`src/rtl/pdp8_uart_pkg.sv`:
```
// Shared definitions for the PDP-8 console UART: state encodings, line levels
// and the default oversampling ratio.
package pdp8_uart_pkg;

    localparam int   DEFAULT_OVERSAMPLE = 16;
    localparam logic START_BIT          = 1'b0;
    localparam logic STOP_BIT           = 1'b1;

    typedef enum logic [2:0] {
        TX_IDLE  = 3'd0,
        TX_WAIT  = 3'd1,
        TX_START = 3'd2,
        TX_DATA  = 3'd3,
        TX_STOP  = 3'd4
    } txState_t;

    typedef enum logic [2:0] {
        RX_IDLE  = 3'd0,
        RX_START = 3'd1,
        RX_DATA  = 3'd2,
        RX_STOP  = 3'd3,
        RX_BREAK = 3'd4
    } rxState_t;

endpackage

```
`src/rtl/pdp8_uart_rx.sv`:
```
// UART receiver: input synchronizer, oversampling frame FSM, one-byte holding
// register and the req/ack handshake that hands the byte to the TTI side.
module pdp8_uart_rx
    import pdp8_uart_pkg::*;
#(
    parameter int OVERSAMPLE = DEFAULT_OVERSAMPLE,
    parameter int DATA_BITS  = 8
) (
    input  logic                 clk,
    input  logic                 reset,
    input  logic                 rx_clk,
    input  logic                 rx_req,
    input  logic                 rx_in,
    output logic                 rx_ack,
    output logic [DATA_BITS-1:0] rx_data,
    output logic                 rx_empty,
    output logic                 rx_frame_err,
    output logic                 rx_overrun
);

    localparam int CW = (OVERSAMPLE > 1) ? $clog2(OVERSAMPLE) : 1;
    localparam int BW = $clog2(DATA_BITS + 1);
    localparam logic [CW-1:0] HALF_M1 = CW'(OVERSAMPLE / 2 - 1);
    localparam logic [CW-1:0] FULL_M1 = CW'(OVERSAMPLE - 1);
    localparam logic [BW-1:0] LAST_BIT = BW'(DATA_BITS - 1);

    logic                 r_sync1, r_sync2;
    logic                 w_line;
    rxState_t             r_state, w_stateNext;
    logic [CW-1:0]        r_cnt, w_cntNext;
    logic [BW-1:0]        r_bitCnt, w_bitCntNext;
    logic [DATA_BITS-1:0] r_shift, w_shiftNext;
    logic [DATA_BITS-1:0] r_data, w_dataNext;
    logic                 r_empty, w_emptyNext;
    logic                 r_ack, w_ackNext;
    logic                 r_frameErr, w_frameErrNext;
    logic                 r_overrun, w_overrunNext;

    assign w_line = r_sync2;

    always_ff @(posedge clk) begin
        if (!reset) begin
            r_sync1    <= 1'b1;
            r_sync2    <= 1'b1;
            r_state    <= RX_IDLE;
            r_cnt      <= '0;
            r_bitCnt   <= '0;
            r_shift    <= '0;
            r_data     <= '0;
            r_empty    <= 1'b1;
            r_ack      <= 1'b0;
            r_frameErr <= 1'b0;
            r_overrun  <= 1'b0;
        end else begin
            r_sync1    <= rx_in;
            r_sync2    <= r_sync1;
            r_state    <= w_stateNext;
            r_cnt      <= w_cntNext;
            r_bitCnt   <= w_bitCntNext;
            r_shift    <= w_shiftNext;
            r_data     <= w_dataNext;
            r_empty    <= w_emptyNext;
            r_ack      <= w_ackNext;
            r_frameErr <= w_frameErrNext;
            r_overrun  <= w_overrunNext;
        end
    end

    // Delivery needs an empty holder and ack release needs a full one, so
    // the two never compete for w_emptyNext on the same edge.
    always_comb begin
        w_stateNext    = r_state;
        w_cntNext      = r_cnt;
        w_bitCntNext   = r_bitCnt;
        w_shiftNext    = r_shift;
        w_dataNext     = r_data;
        w_emptyNext    = r_empty;
        w_ackNext      = r_ack;
        w_frameErrNext = 1'b0;
        w_overrunNext  = 1'b0;

        if (rx_req && !r_empty && !r_ack) begin
            w_ackNext = 1'b1;
        end else if (r_ack && !rx_req) begin
            w_ackNext   = 1'b0;
            w_emptyNext = 1'b1;
        end

        unique case (r_state)
            RX_IDLE: begin
                if (rx_clk && w_line == START_BIT) begin
                    w_cntNext   = '0;
                    w_stateNext = RX_START;
                end
            end
            RX_START: begin
                if (rx_clk) begin
                    if (r_cnt == HALF_M1) begin
                        w_cntNext = '0;
                        if (w_line == START_BIT) begin
                            w_bitCntNext = '0;
                            w_stateNext  = RX_DATA;
                        end else begin
                            w_stateNext = RX_IDLE;
                        end
                    end else begin
                        w_cntNext = r_cnt + CW'(1);
                    end
                end
            end
            RX_DATA: begin
                if (rx_clk) begin
                    if (r_cnt == FULL_M1) begin
                        w_cntNext    = '0;
                        w_shiftNext  = {w_line, r_shift[DATA_BITS-1:1]};
                        w_bitCntNext = r_bitCnt + BW'(1);
                        if (r_bitCnt == LAST_BIT) begin
                            w_stateNext = RX_STOP;
                        end
                    end else begin
                        w_cntNext = r_cnt + CW'(1);
                    end
                end
            end
            RX_STOP: begin
                if (rx_clk) begin
                    if (r_cnt == FULL_M1) begin
                        w_cntNext = '0;
                        if (w_line == STOP_BIT) begin
                            w_stateNext = RX_IDLE;
                            if (r_empty) begin
                                w_dataNext  = r_shift;
                                w_emptyNext = 1'b0;
                            end else begin
                                w_overrunNext = 1'b1;
                            end
                        end else begin
                            w_frameErrNext = 1'b1;
                            w_stateNext    = RX_BREAK;
                        end
                    end else begin
                        w_cntNext = r_cnt + CW'(1);
                    end
                end
            end
            RX_BREAK: begin
                if (rx_clk && w_line == STOP_BIT) begin
                    w_stateNext = RX_IDLE;
                end
            end
            default: w_stateNext = RX_IDLE;
        endcase
    end

    assign rx_ack       = r_ack;
    assign rx_data      = r_data;
    assign rx_empty     = r_empty;
    assign rx_frame_err = r_frameErr;
    assign rx_overrun   = r_overrun;

endmodule

```
`src/rtl/pdp8_uart.sv`:
```
// PDP-8 console UART: 8N1 transmitter driven by a 1x bit tick, plus the
// oversampling receiver sub-module, each behind a level req/ack handshake.
module pdp8_uart
    import pdp8_uart_pkg::*;
#(
    parameter int OVERSAMPLE = DEFAULT_OVERSAMPLE,
    parameter int DATA_BITS  = 8
) (
    input  logic                 clk,
    input  logic                 reset,
    input  logic                 tx_clk,
    input  logic                 tx_req,
    output logic                 tx_ack,
    input  logic [DATA_BITS-1:0] tx_data,
    output logic                 tx_empty,
    input  logic                 rx_clk,
    input  logic                 rx_req,
    output logic                 rx_ack,
    output logic [DATA_BITS-1:0] rx_data,
    output logic                 rx_empty,
    input  logic                 rx_in,
    output logic                 tx_out,
    output logic                 rx_frame_err,
    output logic                 rx_overrun
);

    localparam int BW = $clog2(DATA_BITS + 1);

    txState_t             r_txState, w_txStateNext;
    logic                 r_txAck, w_txAckNext;
    logic                 r_txEmpty, w_txEmptyNext;
    logic                 r_txOut, w_txOutNext;
    logic [DATA_BITS-1:0] r_txShift, w_txShiftNext;
    logic [BW-1:0]        r_txBitCnt, w_txBitCntNext;

    always_ff @(posedge clk) begin
        if (!reset) begin
            r_txState  <= TX_IDLE;
            r_txAck    <= 1'b0;
            r_txEmpty  <= 1'b1;
            r_txOut    <= STOP_BIT;
            r_txShift  <= '0;
            r_txBitCnt <= '0;
        end else begin
            r_txState  <= w_txStateNext;
            r_txAck    <= w_txAckNext;
            r_txEmpty  <= w_txEmptyNext;
            r_txOut    <= w_txOutNext;
            r_txShift  <= w_txShiftNext;
            r_txBitCnt <= w_txBitCntNext;
        end
    end

    // The ack release runs independently of shifting; a byte is only accepted
    // from IDLE with ack low, so a held request can never trigger a resend.
    always_comb begin
        w_txStateNext  = r_txState;
        w_txAckNext    = r_txAck;
        w_txEmptyNext  = r_txEmpty;
        w_txOutNext    = r_txOut;
        w_txShiftNext  = r_txShift;
        w_txBitCntNext = r_txBitCnt;

        if (r_txAck && !tx_req) begin
            w_txAckNext = 1'b0;
        end
        if (r_txState == TX_IDLE && !r_txAck) begin
            w_txEmptyNext = 1'b1;
        end

        unique case (r_txState)
            TX_IDLE: begin
                if (tx_req && !r_txAck) begin
                    w_txShiftNext = tx_data;
                    w_txAckNext   = 1'b1;
                    w_txEmptyNext = 1'b0;
                    w_txStateNext = TX_WAIT;
                end
            end
            TX_WAIT: begin
                if (tx_clk) begin
                    w_txOutNext   = START_BIT;
                    w_txStateNext = TX_START;
                end
            end
            TX_START: begin
                if (tx_clk) begin
                    w_txOutNext    = r_txShift[0];
                    w_txShiftNext  = r_txShift >> 1;
                    w_txBitCntNext = BW'(1);
                    w_txStateNext  = TX_DATA;
                end
            end
            TX_DATA: begin
                if (tx_clk) begin
                    if (r_txBitCnt == BW'(DATA_BITS)) begin
                        w_txOutNext   = STOP_BIT;
                        w_txStateNext = TX_STOP;
                    end else begin
                        w_txOutNext    = r_txShift[0];
                        w_txShiftNext  = r_txShift >> 1;
                        w_txBitCntNext = r_txBitCnt + BW'(1);
                    end
                end
            end
            TX_STOP: begin
                if (tx_clk) begin
                    w_txStateNext = TX_IDLE;
                end
            end
            default: w_txStateNext = TX_IDLE;
        endcase
    end

    assign tx_ack   = r_txAck;
    assign tx_empty = r_txEmpty;
    assign tx_out   = r_txOut;

    pdp8_uart_rx #(
        .OVERSAMPLE (OVERSAMPLE),
        .DATA_BITS  (DATA_BITS)
    ) u_rx (
        .clk          (clk),
        .reset        (reset),
        .rx_clk       (rx_clk),
        .rx_req       (rx_req),
        .rx_in        (rx_in),
        .rx_ack       (rx_ack),
        .rx_data      (rx_data),
        .rx_empty     (rx_empty),
        .rx_frame_err (rx_frame_err),
        .rx_overrun   (rx_overrun)
    );

endmodule
```
`config.mk`:
```
export PLATFORM = sky130hd
export DESIGN_NAME = pdp8_uart
export DESIGN_NICKNAME = d
export VERILOG_FILES = /design/src/rtl/pdp8_uart_pkg.sv /design/src/rtl/pdp8_uart_rx.sv /design/src/rtl/pdp8_uart.sv
export SDC_FILE = /design/constraint.sdc
export NUM_CORES = 1
export LEC_CHECK = 0
export ABC_AREA = 1
export CAP_MARGIN = 20
export CORE_MARGIN = 2
export CORE_UTILIZATION = 38
export CTS_CLUSTER_SIZE = 8
export DETAILED_ROUTE_END_ITERATION = 16
export MAX_ROUTING_LAYER = met4
export PLACE_DENSITY = 0.6
export SYNTH_ARGS = -nofsm -noshare
export SYNTH_HDL_FRONTEND = slang
export SYNTH_SLANG_ARGS = --single-unit
```
`constraint.sdc`:
```
create_clock -name clk -period 1.4 [get_ports clk]
set_input_delay 0.42 -clock clk [delete_from_list [all_inputs] [get_ports clk]]
set_output_delay 0.42 -clock clk [all_outputs]
set_load 0.02 [all_outputs]
```
==> metrics.txt <==
status=finished clean; R2R depth=10; Final Worst Setup Slack=23.2 ps; worst-path fanout max=4; CP Class=reg2reg; Synth Net Count=365; skew final=11.8 ps; number of non-filler instances in the completed layout=499; Final Hold Slack=420 ps; Synth-to-Final Area Change=38.7%; nets=440; Reg clk slew, reported paths=90 ps; syn avg cell area=7.03 um2; HPWL Detailed=3820 um; Syn. warnings=0; WL final=5540 um; Buffers on Ports=29; maximum vdd drop=913 uV; router iterations before antenna repair=4; Max Buffers Root-to-Sink=2; share of cells above drive strength 1=32.9%; fin util=53.7%; # setup viols final=0; post-route ant nets=0; Die X=84.0 um; antenna violations before repair=0; Power Total=4.89 mW; Post-Synthesis Cells=346; CP arrival=1580 ps; gr ovfl total=0; fin crit share=98.3%; Final min period=1380 ps; Root Buffer=clkbuf_8; Filler Cells Inserted=636; max_cap viols=0; Setup Slack @ Placement=-353 ps; setup slack, reg-to-reg=20 ps; pins over their slew limit=0; Slew HR=82.2%; fmax=0.726 GHz; GP Congestion=0.845; CTS tree=yes; leakage power=1.47 nW; crit path launch type=flop; DR DRC count=0; # hold bufs at CTS=0; sequential share of the synthesized area=42.0%; vias per std cell=4.71; min-delay src=u_rx.r_sync1; CP Capture Type=flop; Core ar.=6280 um2; chip height=84.0 um; RR Startpoint=u_rx.r_cnt[0]; boundary pin count=30; Skew-Pair Late Insertion Delay=310 ps; total clock sinks=51; CTS Buf Count=5; vias in the first global route=2164; PwrDens=1450 nW/um2; FF+latch count, synth=51; hold endpoint=u_rx.r_sync2; Iteration-0 DRC Markers=82; Mapped Area=2430 um2; die area=7050 um2; Worst Hold Class=reg2reg; FF-to-FF End=u_rx.r_state[0]; most frequent cells in the layout=nand2_1 (66), nor2_1 (62), dfxtp_1 (41); Fin. Hold Viols=0; routed via count=2351; Post-synth EDFFs=0; Hold Path Depth=1; worst path required time=1600 ps; Total GRT Usage=16.2%; largest net degree at the start of global routing=28; CP startpoint=u_rx.r_cnt[0]; initial core utilization=38.7%; post-placement cell count=480; num rows=29; global-route wire length before repair=9180 um; H-tree depth=2; routed length per instance=11.1 um; RSZ-0062 raised after global routing=yes; predominant post-synthesis flop cell=dfxtp_1; asr flop ratio synth=0%; post-synth cell types=35; commonest non-fill, non-tap cell in the layout=nand2_1; n_diodes=0; Least-Margin Pin Slew=267 ps
layer usage:
metal | GRT usage (%) | vias to the layer above | wire (um)
li1 | - | 1259 | -
met1 | 18.3 | 1048 | 2570
met2 | 29.1 | 36 | 2730
met3 | 3.26 | 8 | 167
met4 | 4.55 | 0 | 74
met5 | - | - | 0
worst max-delay path, cell delays in order, from the launching register on:
cell,delay (ps)
dfxtp_2,360
ha_4,150
nand2_4,60
nor2_4,130
inv_2,60
nand2_2,80
nand2_4,80
nor2_4,110
nand2_1,80
nor2_1,110
nor2_1,50
timing repair:
action                     4_1_cts  5_1_grt
setup endpoints to repair       52       56
cloned                           1        2
resized for setup               53       71
setup buffers                    6        2
pin swaps                       16       15
cell type report:
type                            instances  area (um2)  share of cell area [%]
Multi-Input combinational cell        254        1440                    42.6
Tap cell                               77        96.3                    2.86
Timing Repair Buffer                   70         548                    16.3
Inverter                               38         156                    4.64
Clock buffer                            6        72.6                    2.15
Clock inverter                          2        16.3                   0.482
Timing Repair inverter                  1        7.51                   0.223
Sequential cell                        51        1040                    30.8
worst max path at each step:
stage | end | depth (start not counted) | slack, ps
2_1_floorplan | u_rx.r_bitCnt[0] | 10 | 20
3_3_place_gp | r_txShift[6] | 8 | -330
3_5_place_dp | u_rx.r_cnt[3] | 7 | -350
4_1_cts | u_rx.r_state[0] | 11 | -30
5_1_grt | u_rx.r_state[0] | 11 | -100
6_report | u_rx.r_state[0] | 10 | 20
where the power goes:
part           switching, mW  internal, mW  total [mW]  leakage, nW
Combinational           1.34         0.845        2.19         1.01
Sequential             0.180          1.66        1.84        0.420
Clock                  0.508         0.360       0.868       0.0418
stage by stage:
step                area (um2)  TNS, ps
floorplan                 2430        0
global placement          3050   -12610
detailed placement        3050   -12880
CTS                       3260    -34.0
global route              3370    -1250
finish                    3370        0
registers in the layout, indices dropped and copies added, names as in the netlist:
register and flops:
u_rx.r_bitCnt 4, r_txState 3, u_rx.rx_overrun 1, tx_empty 1, r_txBitCnt 4, u_rx.rx_data 8
u_rx.r_shift 8, u_rx.r_sync2 1, u_rx.rx_ack 1, r_txShift 8, u_rx.r_sync1 1, u_rx.rx_empty 1
tx_ack 1, u_rx.rx_frame_err 1, u_rx.r_state 3, u_rx.r_cnt 4, tx_out 1
cell families after synthesis:
| logic type | count (synthesis) | share of synthesized area (%) |
|---|---|---|
| flops | 51 | 42.0 |
| simple gates | 190 | 36.1 |
| xor+xnor | 2 | 0.721 |
| compound gates | 56 | 12.4 |
| buf+inv | 43 | 6.79 |
| fa+ha+maj | 4 | 2.06 |
cells in the mapped netlist (3+ instances only):
cell	count	area [um2]
a21oi_1	14	70.1
nand2_2	5	31.3
a211oi_1	3	22.5
nor2_1	71	267
nand2_1	74	278
inv_2	6	22.5
clkbuf_1	4	15.0
ha_1	4	50.1
inv_1	30	113
nor2_4	4	45.0
nand3_1	15	75.1
dfxtp_1	51	1020
nor2_2	4	25.0
o21ai_0	32	160
nor3_1	4	20.0
nand2_4	3	33.8
(Power assumes the default switching activity.)
